### config.mk
export PLATFORM = sky130hd
export DESIGN_NAME = avg_share_ctrl
export DESIGN_NICKNAME = d
export VERILOG_FILES = /design/src/rtl/avg_share_ctrl.sv
export SDC_FILE = /design/constraint.sdc
export NUM_CORES = 1
export LEC_CHECK = 0
export CORE_MARGIN = 2
export CORE_UTILIZATION = 23
export CTS_BUF_LIST = sky130_fd_sc_hd__clkbuf_4 sky130_fd_sc_hd__clkbuf_8
export DETAILED_ROUTE_END_ITERATION = 8
export SYNTH_ARGS = -nofsm -noshare
export SYNTH_HDL_FRONTEND = slang
export SYNTH_SLANG_ARGS = --single-unit
### constraint.sdc
create_clock -name clk -period 3.4 [get_ports clk]
set_input_delay 0.68 -clock clk [delete_from_list [all_inputs] [get_ports clk]]
set_output_delay 0.68 -clock clk [all_outputs]
set_load 0.05 [all_outputs]
### src/rtl/avg_share_ctrl.sv
// avg_share_ctrl: round-robin frame arbiter that time-shares one moving-average
// datapath between two sample requesters (clear, stream, collect, done).
module avg_share_ctrl #(
  parameter int FRAME_LEN = 128,
  parameter int OUT_LEN   = 120,
  parameter int DRAIN_MAX = 16
) (
  input  logic       clk,
  input  logic       reset,
  input  logic [1:0] req,
  input  logic [7:0] din0,
  input  logic [7:0] din1,
  output logic [1:0] gnt,
  output logic       avg_rst,
  output logic [7:0] avg_data,
  input  logic       avg_valid,
  input  logic [7:0] avg_out,
  output logic       out_valid,
  output logic [7:0] out_data,
  output logic       out_id,
  output logic [1:0] done,
  output logic       timeout,
  output logic       busy
);
  localparam int CW = $clog2(FRAME_LEN + 1);
  localparam int DW = $clog2(DRAIN_MAX + 1);

  localparam logic [2:0] S_IDLE   = 3'd0;
  localparam logic [2:0] S_CLEAR  = 3'd1;
  localparam logic [2:0] S_STREAM = 3'd2;
  localparam logic [2:0] S_DRAIN  = 3'd3;
  localparam logic [2:0] S_DONE   = 3'd4;

  localparam logic [CW-1:0] SAMPLE_LAST = CW'(FRAME_LEN - 1);
  localparam logic [CW-1:0] RES_FULL    = CW'(OUT_LEN);
  localparam logic [DW-1:0] DRAIN_LAST  = DW'(DRAIN_MAX - 1);

  logic [2:0]    state_q, state_d;
  logic          owner_q, owner_d;
  logic          last_q, last_d;
  logic [CW-1:0] sample_cnt_q, sample_cnt_d;
  logic [CW-1:0] res_cnt_q, res_cnt_d;
  logic [DW-1:0] drain_cnt_q, drain_cnt_d;
  logic [1:0]    gnt_q, gnt_d;
  logic          avg_rst_q, avg_rst_d;
  logic [7:0]    avg_data_q, avg_data_d;
  logic          out_valid_q, out_valid_d;
  logic [7:0]    out_data_q, out_data_d;
  logic          out_id_q, out_id_d;
  logic [1:0]    done_q, done_d;
  logic          timeout_q, timeout_d;
  logic          busy_q, busy_d;

  always_comb begin
    state_d      = state_q;
    owner_d      = owner_q;
    last_d       = last_q;
    sample_cnt_d = sample_cnt_q;
    res_cnt_d    = res_cnt_q;
    drain_cnt_d  = drain_cnt_q;
    avg_data_d   = avg_data_q;
    out_valid_d  = 1'b0;
    out_data_d   = out_data_q;
    out_id_d     = out_id_q;
    timeout_d    = timeout_q;

    case (state_q)
      S_IDLE: begin
        // On a tie the requester that did not own the previous frame wins
        if (req != 2'b00) begin
          owner_d = (req == 2'b11) ? ~last_q : req[1];
          state_d = S_CLEAR;
        end
      end
      S_CLEAR: begin
        sample_cnt_d = '0;
        res_cnt_d    = '0;
        drain_cnt_d  = '0;
        state_d      = S_STREAM;
      end
      S_STREAM: begin
        avg_data_d   = owner_q ? din1 : din0;
        sample_cnt_d = sample_cnt_q + CW'(1);
        if (sample_cnt_q == SAMPLE_LAST)
          state_d = (res_cnt_q == RES_FULL) ? S_DONE : S_DRAIN;
      end
      S_DRAIN: begin
        if (res_cnt_q == RES_FULL) begin
          state_d = S_DONE;
        end else if (drain_cnt_q == DRAIN_LAST) begin
          state_d   = S_DONE;
          timeout_d = 1'b1;
        end else begin
          drain_cnt_d = drain_cnt_q + DW'(1);
        end
      end
      S_DONE: begin
        last_d  = owner_q;
        state_d = S_IDLE;
      end
      default: state_d = S_IDLE;
    endcase

    // Results are only accepted while the averager is out of reset and the frame quota is open
    if ((state_q == S_STREAM || state_q == S_DRAIN) && !avg_rst_q &&
        (res_cnt_q < RES_FULL) && avg_valid) begin
      out_valid_d = 1'b1;
      out_data_d  = avg_out;
      out_id_d    = owner_q;
      res_cnt_d   = res_cnt_q + CW'(1);
    end

    gnt_d     = (state_d == S_STREAM) ? (owner_d ? 2'b10 : 2'b01) : 2'b00;
    avg_rst_d = !(state_d == S_STREAM || state_d == S_DRAIN);
    done_d    = (state_d == S_DONE) ? (owner_d ? 2'b10 : 2'b01) : 2'b00;
    busy_d    = (state_d != S_IDLE);
  end

  always_ff @(posedge clk) begin
    if (reset) begin
      state_q      <= S_IDLE;
      owner_q      <= 1'b0;
      last_q       <= 1'b1;
      sample_cnt_q <= '0;
      res_cnt_q    <= '0;
      drain_cnt_q  <= '0;
      gnt_q        <= 2'b00;
      avg_rst_q    <= 1'b1;
      avg_data_q   <= 8'h00;
      out_valid_q  <= 1'b0;
      out_data_q   <= 8'h00;
      out_id_q     <= 1'b0;
      done_q       <= 2'b00;
      timeout_q    <= 1'b0;
      busy_q       <= 1'b0;
    end else begin
      state_q      <= state_d;
      owner_q      <= owner_d;
      last_q       <= last_d;
      sample_cnt_q <= sample_cnt_d;
      res_cnt_q    <= res_cnt_d;
      drain_cnt_q  <= drain_cnt_d;
      gnt_q        <= gnt_d;
      avg_rst_q    <= avg_rst_d;
      avg_data_q   <= avg_data_d;
      out_valid_q  <= out_valid_d;
      out_data_q   <= out_data_d;
      out_id_q     <= out_id_d;
      done_q       <= done_d;
      timeout_q    <= timeout_d;
      busy_q       <= busy_d;
    end
  end

  assign gnt       = gnt_q;
  assign avg_rst   = avg_rst_q;
  assign avg_data  = avg_data_q;
  assign out_valid = out_valid_q;
  assign out_data  = out_data_q;
  assign out_id    = out_id_q;
  assign done      = done_q;
  assign timeout   = timeout_q;
  assign busy      = busy_q;

endmodule

==> results of run 1 <==
flip-flops by register name, indices dropped and copies added, names as in the netlist, 2 cells and up:
signal / cells
out_data: 8
avg_data: 8
done: 2
drain_cnt_q: 5
state_q: 3
res_cnt_q: 8
gnt: 2
sample_cnt_q: 8
layout by cell type, fill, tap and decap left out, types with 3 or more instances in the layout:
cell / netlist / final
a211oi_1: 13 / 13
a21oi_1: 14 / 14
clkbuf_8: 0 / 5
clkdlybuf4s50_1: 0 / 53
dfxtp_1: 51 / 51
ha_1: 5 / 5
inv_1: 7 / 7
mux2i_1: 21 / 21
nand2_1: 14 / 14
nand3_1: 6 / 6
nand4_1: 4 / 4
nor2_1: 44 / 44
nor2b_1: 4 / 4
nor3_1: 4 / 4
nor3b_1: 3 / 3
o21ai_0: 4 / 4
or3_1: 5 / 5
logic make-up after synthesis:
| logic type | after synthesis | share of synthesized area (%) |
|---|---|---|
| mux | 22 | 9.84 |
| buf+inv | 21 | 4.67 |
| fa+ha+maj | 5 | 2.78 |
| compound gates | 45 | 14.0 |
| flops | 51 | 45.4 |
| simple gates | 102 | 23.3 |
layer usage:
layer	global-route usage [%]	vias up	part of all wire [%]
li1	-	958	-
met1	13.6	878	50
met2	14.1	23	45
met3	2.71	6	3.6
met4	3.04	0	1.3
met5	0	-	0
final cells by class:
| type | count | area (um^2) | share of cell area (%) |
|---|---|---|---|
| Inverter | 7 | 26.3 | 0.870 |
| Clock buffer | 5 | 68.8 | 2.28 |
| Clock inverter | 3 | 67.6 | 2.24 |
| Sequential cell | 51 | 1020 | 33.8 |
| Timing Repair Buffer | 55 | 546 | 18.1 |
| Tap cell | 133 | 166 | 5.51 |
| Multi-Input combinational cell | 174 | 1120 | 37.2 |
worst max path at each step:
stage | from | to | slack [ns] | cells after the start
2_1_floorplan | drain_cnt_q[0]$_SDFFE_PP0P_ | drain_cnt_q[2]$_SDFFE_PP0P_ | 1.55 | 8
3_3_place_gp | avg_valid | res_cnt_q[5]$_SDFFE_PP0P_ | 1.01 | 7
3_5_place_dp | avg_valid | res_cnt_q[3]$_SDFFE_PP0P_ | 1.01 | 6
4_1_cts | out_id$_SDFFE_PP0P_ | out_id | 1.19 | 1
5_1_grt | drain_cnt_q[0]$_SDFFE_PP0P_ | gnt[1]$_SDFF_PP0_ | 1.11 | 8
6_report | out_id$_SDFFE_PP0P_ | out_id | 1.22 | 1
power by group:
group	switching (mW)	leakage [nW]	internal (mW)	total, mW
sequential	0.0236	0.413	0.626	0.649
combinational	0.179	0.574	0.115	0.293
clock	0.205	0.0644	0.293	0.499
==> impl_metrics.yaml, run 1 <==
setup_path:
  worstReg2RegEnd: "drain_cnt_q[2]$_SDFFE_PP0P_"
  cp.required_ns: 2.72
  crit_type: "register to output port"
  cp_max_fo: 2
  crit_path_end_kind: "output port"
  cp-start-kind: "register"
  crit_slowest_cell: "clkdlybuf4s50_1"
  worstPathCellList: "clkdlybuf4s50_1"
  crit_buf_inv: 1
  r2r_cells: 8
  r2r_slack_ns: 1.34
  reg2reg_from: "drain_cnt_q[0]$_SDFFE_PP0P_"
  crit_path_max_incr_delay_ns: 0.84
  arrival_ns: 1.50
  crit_family: "buffers and inverters"
hold_path:
  hold_start: "drain_cnt_q[3]$_SDFFE_PP0P_"
  hp-class: "register to register"
  hold_path_depth: 2
  min_to: "drain_cnt_q[3]$_SDFFE_PP0P_"
yosys:
  syn_nets: 280
  async_reset_ff_share_pct: 0
  synth-seq-cells: 51
  synth.most_common_cell: "dfxtp_1"
  synth_top_area_share_pct: 45.4
  yosys-top-cells-area: "dfxtp_1 (45%), mux2i_1 (9.3%), nor2_1 (7.3%)"
  synth_ff_type: "dfxtp_1"
  synth_cells: 246
  synth_area_leader_cell: "dfxtp_1"
  postSynthAreaPerCell_um2: 9.15
  synthTopCellsByCount: "dfxtp_1 (51), nor2_1 (44), mux2i_1 (21)"
  syn_area_mm2: 0.00225
  yosys_warnings: 0
  synth_edf_count: 0
  ys_seq_area_share_pct: 45.4
  ys_types: 48
global_route:
  grt_max_degree: 34
  gr-total-overflow: 0
  first_global_vias: 1741
  grt_pass1_wl_mm: 8.12
  grt_use_total_pct: 9.61
  antenna_found_initial: 0
drt:
  drt_iter0_drc: 70
  num_vias: 1865
  wl_per_cell_um: 11.4
  antenna_left: 0
  via_per_inst: 4.36
  routed_wl_mm: 4.87
  drt-pass1-iter-count: 4
  drc: 0
final_layout:
  postLayoutCoreUtil_pct: 31.3
  n_antenna_cell: 0
  fill_cells: 1033
  fin_nets: 328
  layout-drive-gt1-share_pct: 7.12
  syn_to_final_growth_pct: 34.2
  fin_cells: 428
  fin_area_mm2: 0.00302
sta:
  fin_crit_ns: 2.18
  tns_ns: 0
  max_freq_ghz: 0.459
  slew_headroom_pct: 40.0
  hold_ws_ns: 0.486
  setup_viol: 0
  worst_pin_slew_ns: 0.898
  setup_slack_ns: 1.22
  finClkSkew_ns: 0.00844
  rsz0062_at_grt: "false"
  slew_viol_final: 0
  finalHoldViolCount: 0
  fin_crit_sh_pct: 64.1
placed_design:
  post-place-ws_ns: 1.01
  gp_congestion: 0.724
  dpl_cell_area_mm2: 0.00288
  placed_cells: 420
  hpwlAfterDp_mm: 3.49
  io_buffers: 53
clocking:
  post_cts_resized: 0
  clock_path_buffers: 2
  clkTransAtPathRegs_ns: 0.10
  cts_sinks: 51
  clockRootBuffer: "clkbuf_8"
  post_cts_buffers: 0
  cts_tree: "yes"
  cts_hold_buf: 0
  clkLatencyLatePin_ns: 0.31
  cts-buffers-inserted: 5
  htreeDepth: 2
power_and_ir_drop:
  power_mw: 1.44
  powerDensity_mw_per_mm2: 477
  peakVddDrop_v: 0.000226
  p_leak_nw: 1.05
floorplan:
  dieWidth_um: 103
  io_pins: 54
  coreArea_mm2: 0.00964
  std_cell_rows: 36
  die_y_um: 103
  dieArea_mm2: 0.0106
  start_util_pct: 23.4
outcome:
  status: "finished, final reports clean"
job:
  cap_violations: 0
No activity file was read; power rests on OpenSTA's default activity.
==> inputs of run 2 (changes only) <==
clock period = 2.2 ns   (was 3.4 ns; I/O delays follow)
==> impl_metrics.yaml, run 2 (synthesized netlist as in run 1, its figures left out) <==
outcome:
  status: "finished, final reports clean"
sta:
  hold_ws_ns: 0.478
  setup_viol: 0
  finalHoldViolCount: 0
  setup_slack_ns: 0.230
  max_freq_ghz: 0.508
  fin_crit_sh_pct: 89.5
  rsz0062_at_grt: "false"
  fin_crit_ns: 1.97
  finClkSkew_ns: 0.00718
  slew_headroom_pct: 59.4
  worst_pin_slew_ns: 0.608
  slew_viol_final: 0
  tns_ns: 0
clocking:
  cts_hold_buf: 0
  clkTransAtPathRegs_ns: 0.09
  clockRootBuffer: "clkbuf_8"
  clkLatencyLatePin_ns: 0.31
  cts_sinks: 51
  clock_path_buffers: 2
  post_cts_buffers: 0
  htreeDepth: 2
  cts-buffers-inserted: 5
  post_cts_resized: 0
  cts_tree: "yes"
final_layout:
  final_cell_mix: "clkdlybuf4s50_1 (53), dfxtp_1 (51), nor2_1 (44)"
  n_antenna_cell: 0
  fill_cells: 1043
  fin_cells: 431
  final_common_cell: "clkdlybuf4s50_1"
  layout-drive-gt1-share_pct: 8.05
  fin_nets: 332
  postLayoutCoreUtil_pct: 31.4
  syn_to_final_growth_pct: 34.5
  fin_area_mm2: 0.00303
floorplan:
  coreArea_mm2: 0.00964
  std_cell_rows: 36
  io_pins: 54
  dieArea_mm2: 0.0106
  die_y_um: 103
  start_util_pct: 23.4
  dieWidth_um: 103
placed_design:
  gp_congestion: 0.737
  placed_cells: 424
  post-place-ws_ns: 0.0875
  dpl_cell_area_mm2: 0.00291
  io_buffers: 53
  hpwlAfterDp_mm: 3.47
setup_path:
  cp.required_ns: 2.41
  crit_slowest_cell: "dfxtp_1"
  crit_top_cell: "ha_1"
  r2r_cells: 8
  arrival_ns: 2.18
  crit_path_max_incr_delay_ns: 0.35
  crit_type: "register to register"
  crit_path_end_kind: "register"
  cp-start-kind: "register"
  cp_max_fo: 7
  worstPathCellList: "ha_1 -> and3_1 -> ha_1 -> nor2b_1 -> nand2_1 -> o21ai_4 -> a21oi_1 -> a31o_2"
global_route:
  grt_use_total_pct: 9.23
  grt_max_degree: 26
  grt_pass1_wl_mm: 7.82
  antenna_found_initial: 0
  gr-total-overflow: 0
  first_global_vias: 1729
power_and_ir_drop:
  peakVddDrop_v: 0.000269
  powerDensity_mw_per_mm2: 696
  power_mw: 2.11
  p_leak_nw: 1.06
drt:
  dr_wl_met3_um: 182
  drt-pass1-iter-count: 4
  via_per_inst: 4.34
  routed_wl_mm: 4.74
  wl_met1_mm: 2.32
  num_vias: 1872
  drt_iter0_drc: 57
  antenna_left: 0
  top_layer_used: "met4"
  wl_per_cell_um: 11.0
  met2_length_mm: 2.19
  drc: 0
job:
  cap_violations: 0
hold_path:
  hp-class: "register to register"
  hold_path_depth: 2
==> run 2: cell count changes in the layout (fill, tap and decap cells not counted) <==
cell       delta
bufinv_16     -1
o21ai_4       +1
o21ai_2       -1
buf_4         +4
==> run 2: worst paths after layout <==
check / from / to / slack, ns
setup reg to reg: drain_cnt_q[0]$_SDFFE_PP0P_ / drain_cnt_q[2]$_SDFFE_PP0P_ / 0.23
setup / recovery: drain_cnt_q[0]$_SDFFE_PP0P_ / drain_cnt_q[2]$_SDFFE_PP0P_ / 0.23
hold reg to reg: drain_cnt_q[3]$_SDFFE_PP0P_ / drain_cnt_q[3]$_SDFFE_PP0P_ / 0.48
hold / removal: drain_cnt_q[3]$_SDFFE_PP0P_ / drain_cnt_q[3]$_SDFFE_PP0P_ / 0.48
==> run 2: metal layers <==
| metal | global-route usage [%] | vias to the layer above |
|---|---|---|
| met3 | 2.44 | 6 |
| met1 | 12.2 | 865 |
| met4 | 3.34 | 0 |
| met2 | 14.5 | 29 |
| met5 | 0 | - |
| li1 | - | 972 |
==> run 2: power by group <==
part           leakage (nW)  internal, mW  total [mW]  switching [mW]
Combinational         0.596         0.187       0.463           0.277
Sequential            0.413         0.967        1.00          0.0357
Clock                0.0502         0.333       0.641           0.308
==> run 2: layout make-up <==
class	count	area (um^2)	area share, %
clock buffer	5	68.8	2.27
inverter	7	26.3	0.868
tap	133	166	5.50
clock inverter	2	37.5	1.24
multi-input combinational	174	1130	37.4
sequential	51	1020	33.7
timing repair buffer	59	576	19.0
==> run 2: critical path: cells and delay by family, from the launching register on <==
family / cells / cell delay (ns)
AOI/OAI and AO/OA: 3 / 0.59
adders and majority gates: 2 / 0.44
and+or+nand+nor: 3 / 0.49
DFF: 1 / 0.35
==> inputs of run 3 (changes only) <==
CAP_MARGIN = 20   (was unset)
SETUP_SLACK_MARGIN = 0.05   (was unset)
==> results of run 3 <==
Final layout, timing and power as in run 2 (identical DEF).
